--- src/rtl/cache_write_buffer.sv ---
// Posted write buffer between a write-through cache and main memory: queues writes, drains them in order, serves fill reads.
// Define WB_FORWARD_EN to forward read hits from the buffer and let non-hit reads bypass queued writes.
module cache_write_buffer #(
  parameter int DEPTH = 4,
  parameter int AW    = 32,
  parameter int DW    = 32
) (
  input  logic                       clk,
  input  logic                       rst,
  input  logic                       wr_req,
  input  logic [AW-1:0]              wr_addr,
  input  logic [DW-1:0]              wr_data,
  output logic                       wr_ready,
  input  logic                       rd_req,
  input  logic [AW-1:0]              rd_addr,
  output logic                       rd_ready,
  output logic                       rd_valid,
  output logic [DW-1:0]              rd_data,
  output logic                       mem_req,
  output logic                       mem_we,
  output logic [AW-1:0]              mem_addr,
  output logic [DW-1:0]              mem_wdata,
  input  logic [DW-1:0]              mem_rdata,
  input  logic                       mem_ack,
  output logic [$clog2(DEPTH+1)-1:0] wb_count,
  output logic                       wb_empty
);

  localparam int PW = (DEPTH > 1) ? $clog2(DEPTH) : 1;
  localparam int CW = $clog2(DEPTH + 1);
  localparam logic [CW-1:0] FULL = CW'(DEPTH);

`ifdef WB_FORWARD_EN
  typedef enum logic [2:0] {S_IDLE, S_WR, S_RD, S_FWD, S_RESP} state_t;
`else
  typedef enum logic [1:0] {S_IDLE, S_WR, S_RD, S_RESP} state_t;
`endif

  state_t        state_q, state_d;
  logic [PW-1:0] head_q, head_d, tail_q, tail_d;
  logic [CW-1:0] count_q, count_d;
  logic [AW-1:0] rd_addr_q, rd_addr_d;
  logic [DW-1:0] rd_data_q, rd_data_d;
  logic [AW-1:0] buf_addr_q [DEPTH];
  logic [DW-1:0] buf_data_q [DEPTH];
  logic          push, pop, rd_acc;

  assign wr_ready = (count_q != FULL);
  assign push     = wr_req && wr_ready;
  assign pop      = (state_q == S_WR) && mem_ack;
  assign rd_acc   = rd_req && rd_ready;
  assign wb_count = count_q;
  assign wb_empty = (count_q == '0);
  assign rd_valid = (state_q == S_RESP);
  assign rd_data  = rd_data_q;

`ifdef WB_FORWARD_EN
  logic          hit;
  logic [DW-1:0] hit_data;

  assign rd_ready = (state_q == S_IDLE);

  // Scan oldest to newest so the last match left standing is the newest entry.
  always_comb begin
    hit      = 1'b0;
    hit_data = '0;
    for (int i = 0; i < DEPTH; i++) begin
      if ((CW'(i) < count_q) && (buf_addr_q[head_q + PW'(i)] == rd_addr)) begin
        hit      = 1'b1;
        hit_data = buf_data_q[head_q + PW'(i)];
      end
    end
  end
`else
  logic          rd_pend_q, rd_pend_d;
  logic [CW-1:0] drain_left_q, drain_left_d;

  // A held read blocks further reads; it waits only for the entries older than itself.
  assign rd_ready = (state_q == S_IDLE) && !rd_pend_q;
`endif

  // NOTE: every variable gets a default before the case so no path leaves it unassigned (no latches).
  always_comb begin
    state_d   = state_q;
    head_d    = pop  ? head_q + PW'(1) : head_q;
    tail_d    = push ? tail_q + PW'(1) : tail_q;
    count_d   = count_q + CW'(push) - CW'(pop);
    rd_addr_d = rd_addr_q;
    rd_data_d = rd_data_q;
`ifndef WB_FORWARD_EN
    rd_pend_d    = rd_pend_q;
    drain_left_d = drain_left_q;
`endif
    case (state_q)
      S_IDLE: begin
`ifdef WB_FORWARD_EN
        if (rd_acc) begin
          rd_addr_d = rd_addr;
          if (hit) begin
            rd_data_d = hit_data;
            state_d   = S_FWD;
          end else begin
            state_d   = S_RD;
          end
        end else if ((count_q != '0) || push) begin
          state_d = S_WR;
        end
`else
        if (rd_acc) begin
          rd_addr_d = rd_addr;
          if (count_q == '0) begin
            state_d = S_RD;
          end else begin
            rd_pend_d    = 1'b1;
            drain_left_d = count_q;
            state_d      = S_WR;
          end
        end else if (rd_pend_q) begin
          if (drain_left_q == '0) begin
            rd_pend_d = 1'b0;
            state_d   = S_RD;
          end else begin
            state_d   = S_WR;
          end
        end else if ((count_q != '0) || push) begin
          state_d = S_WR;
        end
`endif
      end
      S_WR: begin
        if (mem_ack) begin
          state_d = S_IDLE;
`ifndef WB_FORWARD_EN
          if (rd_pend_q) drain_left_d = drain_left_q - CW'(1);
`endif
        end
      end
      S_RD: begin
        if (mem_ack) begin
          rd_data_d = mem_rdata;
          state_d   = S_RESP;
        end
      end
`ifdef WB_FORWARD_EN
      S_FWD:   state_d = S_RESP;
`endif
      S_RESP:  state_d = S_IDLE;
      default: state_d = S_IDLE;
    endcase
  end

  always_comb begin
    mem_req   = 1'b0;
    mem_we    = 1'b0;
    mem_addr  = '0;
    mem_wdata = '0;
    case (state_q)
      S_WR: begin
        mem_req   = 1'b1;
        mem_we    = 1'b1;
        mem_addr  = buf_addr_q[head_q];
        mem_wdata = buf_data_q[head_q];
      end
      S_RD: begin
        mem_req   = 1'b1;
        mem_addr  = rd_addr_q;
      end
      default: ;
    endcase
  end

  // NOTE: entry storage has no reset; the count alone decides which entries are valid.
  always_ff @(posedge clk) begin
    if (push) begin
      buf_addr_q[tail_q] <= wr_addr;
      buf_data_q[tail_q] <= wr_data;
    end
  end

  // NOTE: sequential state uses non-blocking assignments so all flops update together at the edge.
  always_ff @(posedge clk) begin
    if (rst) begin
      state_q      <= S_IDLE;
      head_q       <= '0;
      tail_q       <= '0;
      count_q      <= '0;
      rd_addr_q    <= '0;
      rd_data_q    <= '0;
`ifndef WB_FORWARD_EN
      rd_pend_q    <= 1'b0;
      drain_left_q <= '0;
`endif
    end else begin
      state_q      <= state_d;
      head_q       <= head_d;
      tail_q       <= tail_d;
      count_q      <= count_d;
      rd_addr_q    <= rd_addr_d;
      rd_data_q    <= rd_data_d;
`ifndef WB_FORWARD_EN
      rd_pend_q    <= rd_pend_d;
      drain_left_q <= drain_left_d;
`endif
    end
  end

endmodule
--- config.mk ---
export PLATFORM = sky130hd
export DESIGN_NAME = cache_write_buffer
export DESIGN_NICKNAME = d
export VERILOG_FILES = /design/src/rtl/cache_write_buffer.sv
export SDC_FILE = /design/constraint.sdc
export NUM_CORES = 1
export LEC_CHECK = 0
export CAP_MARGIN = 5
export CORE_AREA = 2 2 196 198
export CTS_BUF_LIST = sky130_fd_sc_hd__clkbuf_2 sky130_fd_sc_hd__clkbuf_4 sky130_fd_sc_hd__clkbuf_8
export CTS_CLUSTER_DIAMETER = 40
export DETAILED_ROUTE_END_ITERATION = 10
export DIE_AREA = 0 0 198 200
export GPL_TIMING_DRIVEN = 0
export PLACE_DENSITY = 0.58
export SLEW_MARGIN = 30
export SYNTH_ARGS = -nofsm -noshare
export SYNTH_HDL_FRONTEND = slang
export SYNTH_SLANG_ARGS = --single-unit
--- constraint.sdc ---
create_clock -name clk -period 3.4 [get_ports clk]
set_input_delay 0.34 -clock clk [delete_from_list [all_inputs] [get_ports clk]]
set_output_delay 0.34 -clock clk [all_outputs]
set_load 0.005 [all_outputs]
Word-level counts from Yosys, hierarchy flattened
Memories as Yosys holds them, arrays and structs flattened. A register that Yosys moved wholly into a read port is not among the register bits.
Index checks and enable logic that the tools add are counted.
{"block": "op_classes", "n_addsub": 5, "n_eq_ne": 11, "n_mux": 27, "n_reduce_logical": 17}
{"cell": "one-hot mux 32 bit (2 select lines)", "n": 1}
{"cell": "two-way mux 32 bit", "n": 1}
{"cell": "two-way mux 2 bit", "n": 11}
{"cell": "two-way mux 3 bit", "n": 4}
{"cell": "inequality test 2 bit (second input constant)", "n": 6}
{"cell": "two-way mux 1 bit", "n": 8}
{"cell": "one-hot mux 2 bit (4 select lines)", "n": 1}
{"cell": "logical NOT 3 bit", "n": 2}
{"cell": "one-hot mux 3 bit (2 select lines)", "n": 1}
{"cell": "AND reduction 2 bit", "n": 3}
{"cell": "AND reduction 5 bit", "n": 1}
{"cell": "adder 2 x 1 -> 2 bit (second input constant)", "n": 2}
{"cell": "equality test 2 bit (second input constant)", "n": 2}
{"cell": "logical AND 1 bit", "n": 4}
{"cell": "inequality test 4 x 3 -> 1 bit (second input constant)", "n": 1}
{"cell": "adder 3 x 1 -> 3 bit", "n": 1}
{"cell": "inequality test 3 bit (second input constant)", "n": 1}
{"cell": "AND reduction 3 bit", "n": 1}
{"cell": "nonzero test 3 bit", "n": 1}
{"cell": "subtractor 3 x 1 -> 3 bit", "n": 1}
{"cell": "subtractor 3 x 1 -> 3 bit (second input constant)", "n": 1}
{"cell": "equality test 2 x 1 -> 1 bit (second input constant)", "n": 1}
{"cell": "logical NOT 2 bit", "n": 1}
{"cell": "nonzero test 2 bit", "n": 1}
{"cell": "3 further kinds", "n": 3}
{"block": "word_totals", "reg_bits": 77, "ramBits": 256, "in_bits": 133, "word_cells": 70, "mem_count": 2}
{"name": "buf_addr_q", "depth": 4, "word_bits": 32, "rd": 1, "rd_ports_with_merged_regs": 1, "wr": 1, "line_no": "44", "text": "logic [AW-1:0] buf_addr_q [DEPTH];"}
{"name": "buf_data_q", "depth": 4, "word_bits": 32, "rd": 1, "rd_ports_with_merged_regs": 1, "wr": 1, "line_no": "45", "text": "logic [DW-1:0] buf_data_q [DEPTH];"}

Logic depth before layout (Yosys ltp)
{"block": "logic_depth", "ltp_word": 7, "mapped_depth": 11, "ltp_nobuf": 10}

Worst setup path after synthesis
No wires, ideal clock.
{"block": "synth_timing", "kind": "register -> register", "start": "reg count_q[0], in the netlist wb_count[0]", "end": "mem buf_addr_q[0][0] (enable)", "setup_ns": 0.429, "arrival_time_ns": 2.177, "setup_slack_ns": 0.794, "path_stages_with_launch": 3, "synth_period_minus_slack_ns": 2.606, "cell_sequence": "dfxtp_1 -> or3b_1 -> and3_1"}
{"block": "synth_between", "elab_chain_len": 4}
{"element": "start, declared", "line_no": "41", "text": "logic [CW-1:0] count_q, count_d;"}
{"element": "start signal, assigned", "line_no": "197", "text": "count_q <= count_d;"}
{"element": "inequality test 3 bit", "line_no": "48", "text": "assign wr_ready = (count_q != FULL);"}
{"element": "named net wr_ready", "line_no": "13", "text": "output logic wr_ready,"}
{"element": "logical AND 1 bit", "line_no": "49", "text": "assign push = wr_req && wr_ready;"}
{"element": "two-way mux 1 bit", "line_no": "174", "text": "if (push) begin"}
{"element": "two-way mux 1 bit (not written as such)", "line_no": "175", "text": "buf_addr_q[tail_q] <= wr_addr;"}
{"element": "end, declared", "line_no": "44"}
The timed path passes the listed nets, and every way through them passes these cells.

Worst setup path in the final report
{"block": "layout_timing", "start": "reg state_q[1]", "end": "out mem_addr[13]"}
{"block": "layout_between", "elab_chain_len": 2}
{"element": "start, declared", "line_no": "39", "text": "state_t state_q, state_d;"}
{"element": "start signal, assigned", "line_no": "194", "text": "state_q <= state_d;"}
{"element": "equality test 2 bit / equality test 2 x 1 -> 1 bit (equally long branches)", "line_no": "157", "text": "case (state_q)"}
{"element": "one-hot mux 32 bit (2 select lines) *", "line_no": "157"}
{"element": "end, declared", "line_no": "21", "text": "output logic [AW-1:0] mem_addr,"}
Every way passes the cells marked *; elsewhere a longest branch is shown, timed or not.

==> impl_metrics.yaml <==
placed_design:
  numPortBuffers: 236
  numPlacedInstances: 1544
  dpl-instance-area_mm2: 0.01604
  routabilityCongestion: 0.7776
  hpwl_mm: 21.34
yosys:
  synth_top_flop_cell: "edfxtp_1"
  ys_types: 46
  synth-seq-cells: 335
  syn-cell-area_mm2: 0.01292
  postSynthAreaPerCell_um2: 16.29
  yosys.area.top_type_share_pct: 59.52
  yosysTopAreaCell: "edfxtp_1"
  netlist_instances: 793
  synth_fp_nets: 939
  synth_edf_count: 256
  ys_seq_area_share_pct: 71.76
  ys_warn_count: 0
  yosys-top-cells-area: "edfxtp_1, dfxtp_1, mux4_2, nand2_1, a21oi_1"
  synthArstFlopShare_pct: 0
floorplanning:
  io_pins: 238
  rows: 71
  start_util_pct: 34.54
  die_h_um: 200
  die_x_um: 198
  core_area_mm2: 0.03740
  die_area_mm2: 0.03960
grt:
  grt_pass1_wl_mm: 48.18
  grt_max_degree: 40
  grt_remaining_overflow: 0
  track_usage_pct: 16.55
  antenna_found_initial: 3
  grt_pass1_vias: 8108
critical_path:
  critPathLaunchType: "register"
  critPathMaxFanout: 10
  crit_required_ps: 3060
  slowest_delay_ps: 540
  worstSetupPathType: "reg2out"
  cp_top_family: "buffers and inverters"
  crit_path_start: "state_q[1]$_SDFFE_PP0P_"
  crit_buf_inv: 5
  r2r-start: "state_q[1]$_SDFFE_PP0P_"
  endpoint_kind: "output pin"
  crit_chain: "inv_1, ha_1, clkbuf_2, and2_1, clkbuf_1, clkbuf_4, a22o_1, clkdlybuf4s50_1"
  slowest_stage: "clkdlybuf4s50_1"
  worstPathArrival_ps: 2860
sta:
  tightest_slew_ps: 730.1
  setup_viol: 0
  whs_ps: 225.0
  slew_headroom_pct: 51.32
  min_period_ps: 3198
  hold_viol: 0
  drv_slew: 0
  fin_crit_sh_pct: 94.05
  fmax_ghz: 0.3127
  skew_ps: 27.13
  rsz0062_at_grt: "no"
power_and_ir_drop:
  leakage_nw: 5.766
  power_density_mw_per_mm2: 679.0
  ir_drop_mv: 0.3649
flow_run:
  max_cap_viol_count: 0
finish:
  final_net_count: 1241
  area_growth_pct: 34.41
  layout_common_cells: "edfxtp_1, clkdlybuf4s50_1, nand2_1, dfxtp_1, a21oi_1"
  antennaDiodeCount: 0
  num-fill-cells: 3360
  post-route-cell-area_mm2: 0.01736
  fin_cells: 1657
  drive_gt1_share_pct: 19.02
  final_common_cell: "edfxtp_1"
clock_network:
  cts.sinks: 335
  root_buffer: "clkbuf_8"
  clk_pin_slew_ps: 60
  h-tree-depth: 2
  cts_made_buffers: 61
  clk_latency_ps: 650
  cts_tree: "built"
  clockBufferDepth: 3
  postCtsHoldBufs: 0
route:
  firstDrtPassIters: 4
  drc: 0
  vias: 7807
  wl_met3_mm: 2.667
  vias_per_cell: 4.712
  drt_iter0_markers: 389
  drt-met1-wl_mm: 13.64
  wirelength_mm: 32.48
  ant_nets: 0
  route.met2.wl_mm: 15.45
  highest_layer: "met5"
  drt-wirelength-per-cell_um: 19.60
status:
  status: "complete, no violations"
hold_path:
  hold_start: "rst"
  hold_path.class: "in2reg"
power by group:
group / internal, W / switching [W]
Clock: 0.00236 / 0.00168
Sequential: 0.00492 / 0.000169
Combinational: 0.00137 / 0.00130
Total: 0.00864 / 0.00315
logic make-up (layout without fill, tap and decap cells):
logic type | count (synthesis) | after routing | synth area share, %
DFF | 335 | 335 | 71.76
and+or+nand+nor | 198 | 198 | 7.004
AOI/OAI and AO/OA | 113 | 113 | 5.812
muxes | 65 | 65 | 11.24
buffers and inverters | 64 | 417 | 2.528
adders and majority gates | 13 | 13 | 1.317
xor gates and xnor gates | 5 | 5 | 0.3391
synth_stat cells (2+ instances only):
master	n
dfxtp_1	79
nor2_1	8
nand2b_1	4
nor2b_1	3
and2_1	36
nand2_1	134
clkbuf_2	2
inv_1	12
and3_1	4
ha_1	12
buf_4	3
a21oi_1	67
clkbuf_1	20
xor2_1	2
buf_1	3
a22o_1	32
a31oi_1	2
buf_6	7
o21ai_0	2
edfxtp_1	256
buf_2	15
mux4_2	64
xnor2_1	3
path summary, 6_finish.rpt:
path                                  end  slack (ps)  cells after the start
min          drain_left_q[0]$_SDFFE_PP0P_         220                      3
max                          mem_addr[13]         200                      8
min reg2reg       rd_data[5]$_SDFFE_PP0P_         450                      2
max reg2reg        wb_count[2]$_SDFF_PP0_         980                     11
metal layers:
layer | GRT usage [%] | vias up
met1 | 20.35 | 3846
met4 | 5.319 | 6
met5 | 0 | -
met3 | 5.511 | 68
li1 | - | 3615
met2 | 27.67 | 272
stage by stage:
stage / setup TNS (ps) / util [%] / power, W / setup slack [ps]
after floorplan: 0 / - / 0.006593 / 793.6
after global placement: -267140 / 42.56 / 0.007864 / -1096
after detailed placement: 0 / 42.89 / 0.007883 / 401.6
after CTS: 0 / 46.41 / 0.01197 / 0.6291
final: 0 / 46.42 / 0.01179 / 202.3
after global routing: 0 / 46.42 / 0.01240 / 25.33
tightest hold or removal path, delay by kind of cell:
kind | cells | cell delay, ps
AOI/OAI and AO/OA | 2 | 200
buffers and inverters | 1 | 270
flip-flops by register name (all words and copies together), names as in the netlist, named ones only:
register and flops:
wb_count 3, buf_data_q 128, tail_q 2, rd_data 32
rd_addr_q 32, state_q 2, buf_addr_q 128, drain_left_q 3
head_q 2, rd_pend_q 1
cell type report:
| cell class | instances | area, um2 | area share, % |
|---|---|---|---|
| clock inverters | 30 | 275.3 | 1.586 |
| well taps | 511 | 639.4 | 3.683 |
| repair buffers | 240 | 2465 | 14.20 |
| multi-input cells | 394 | 3341 | 19.24 |
| clock buffers | 84 | 1037 | 5.975 |
| flip-flops and latches | 335 | 9269 | 53.39 |
| plain buffers | 49 | 280.3 | 1.614 |
| inverters | 14 | 53.80 | 0.3099 |
repair_timing:
item	in CTS	in global routing
hold endpoints to repair	0	0
setup endpoints to repair	40	38
cloned	0	0
resized for setup	3	7
buffers inserted	0	0
Note: power is estimated with default switching activity, not from simulation.
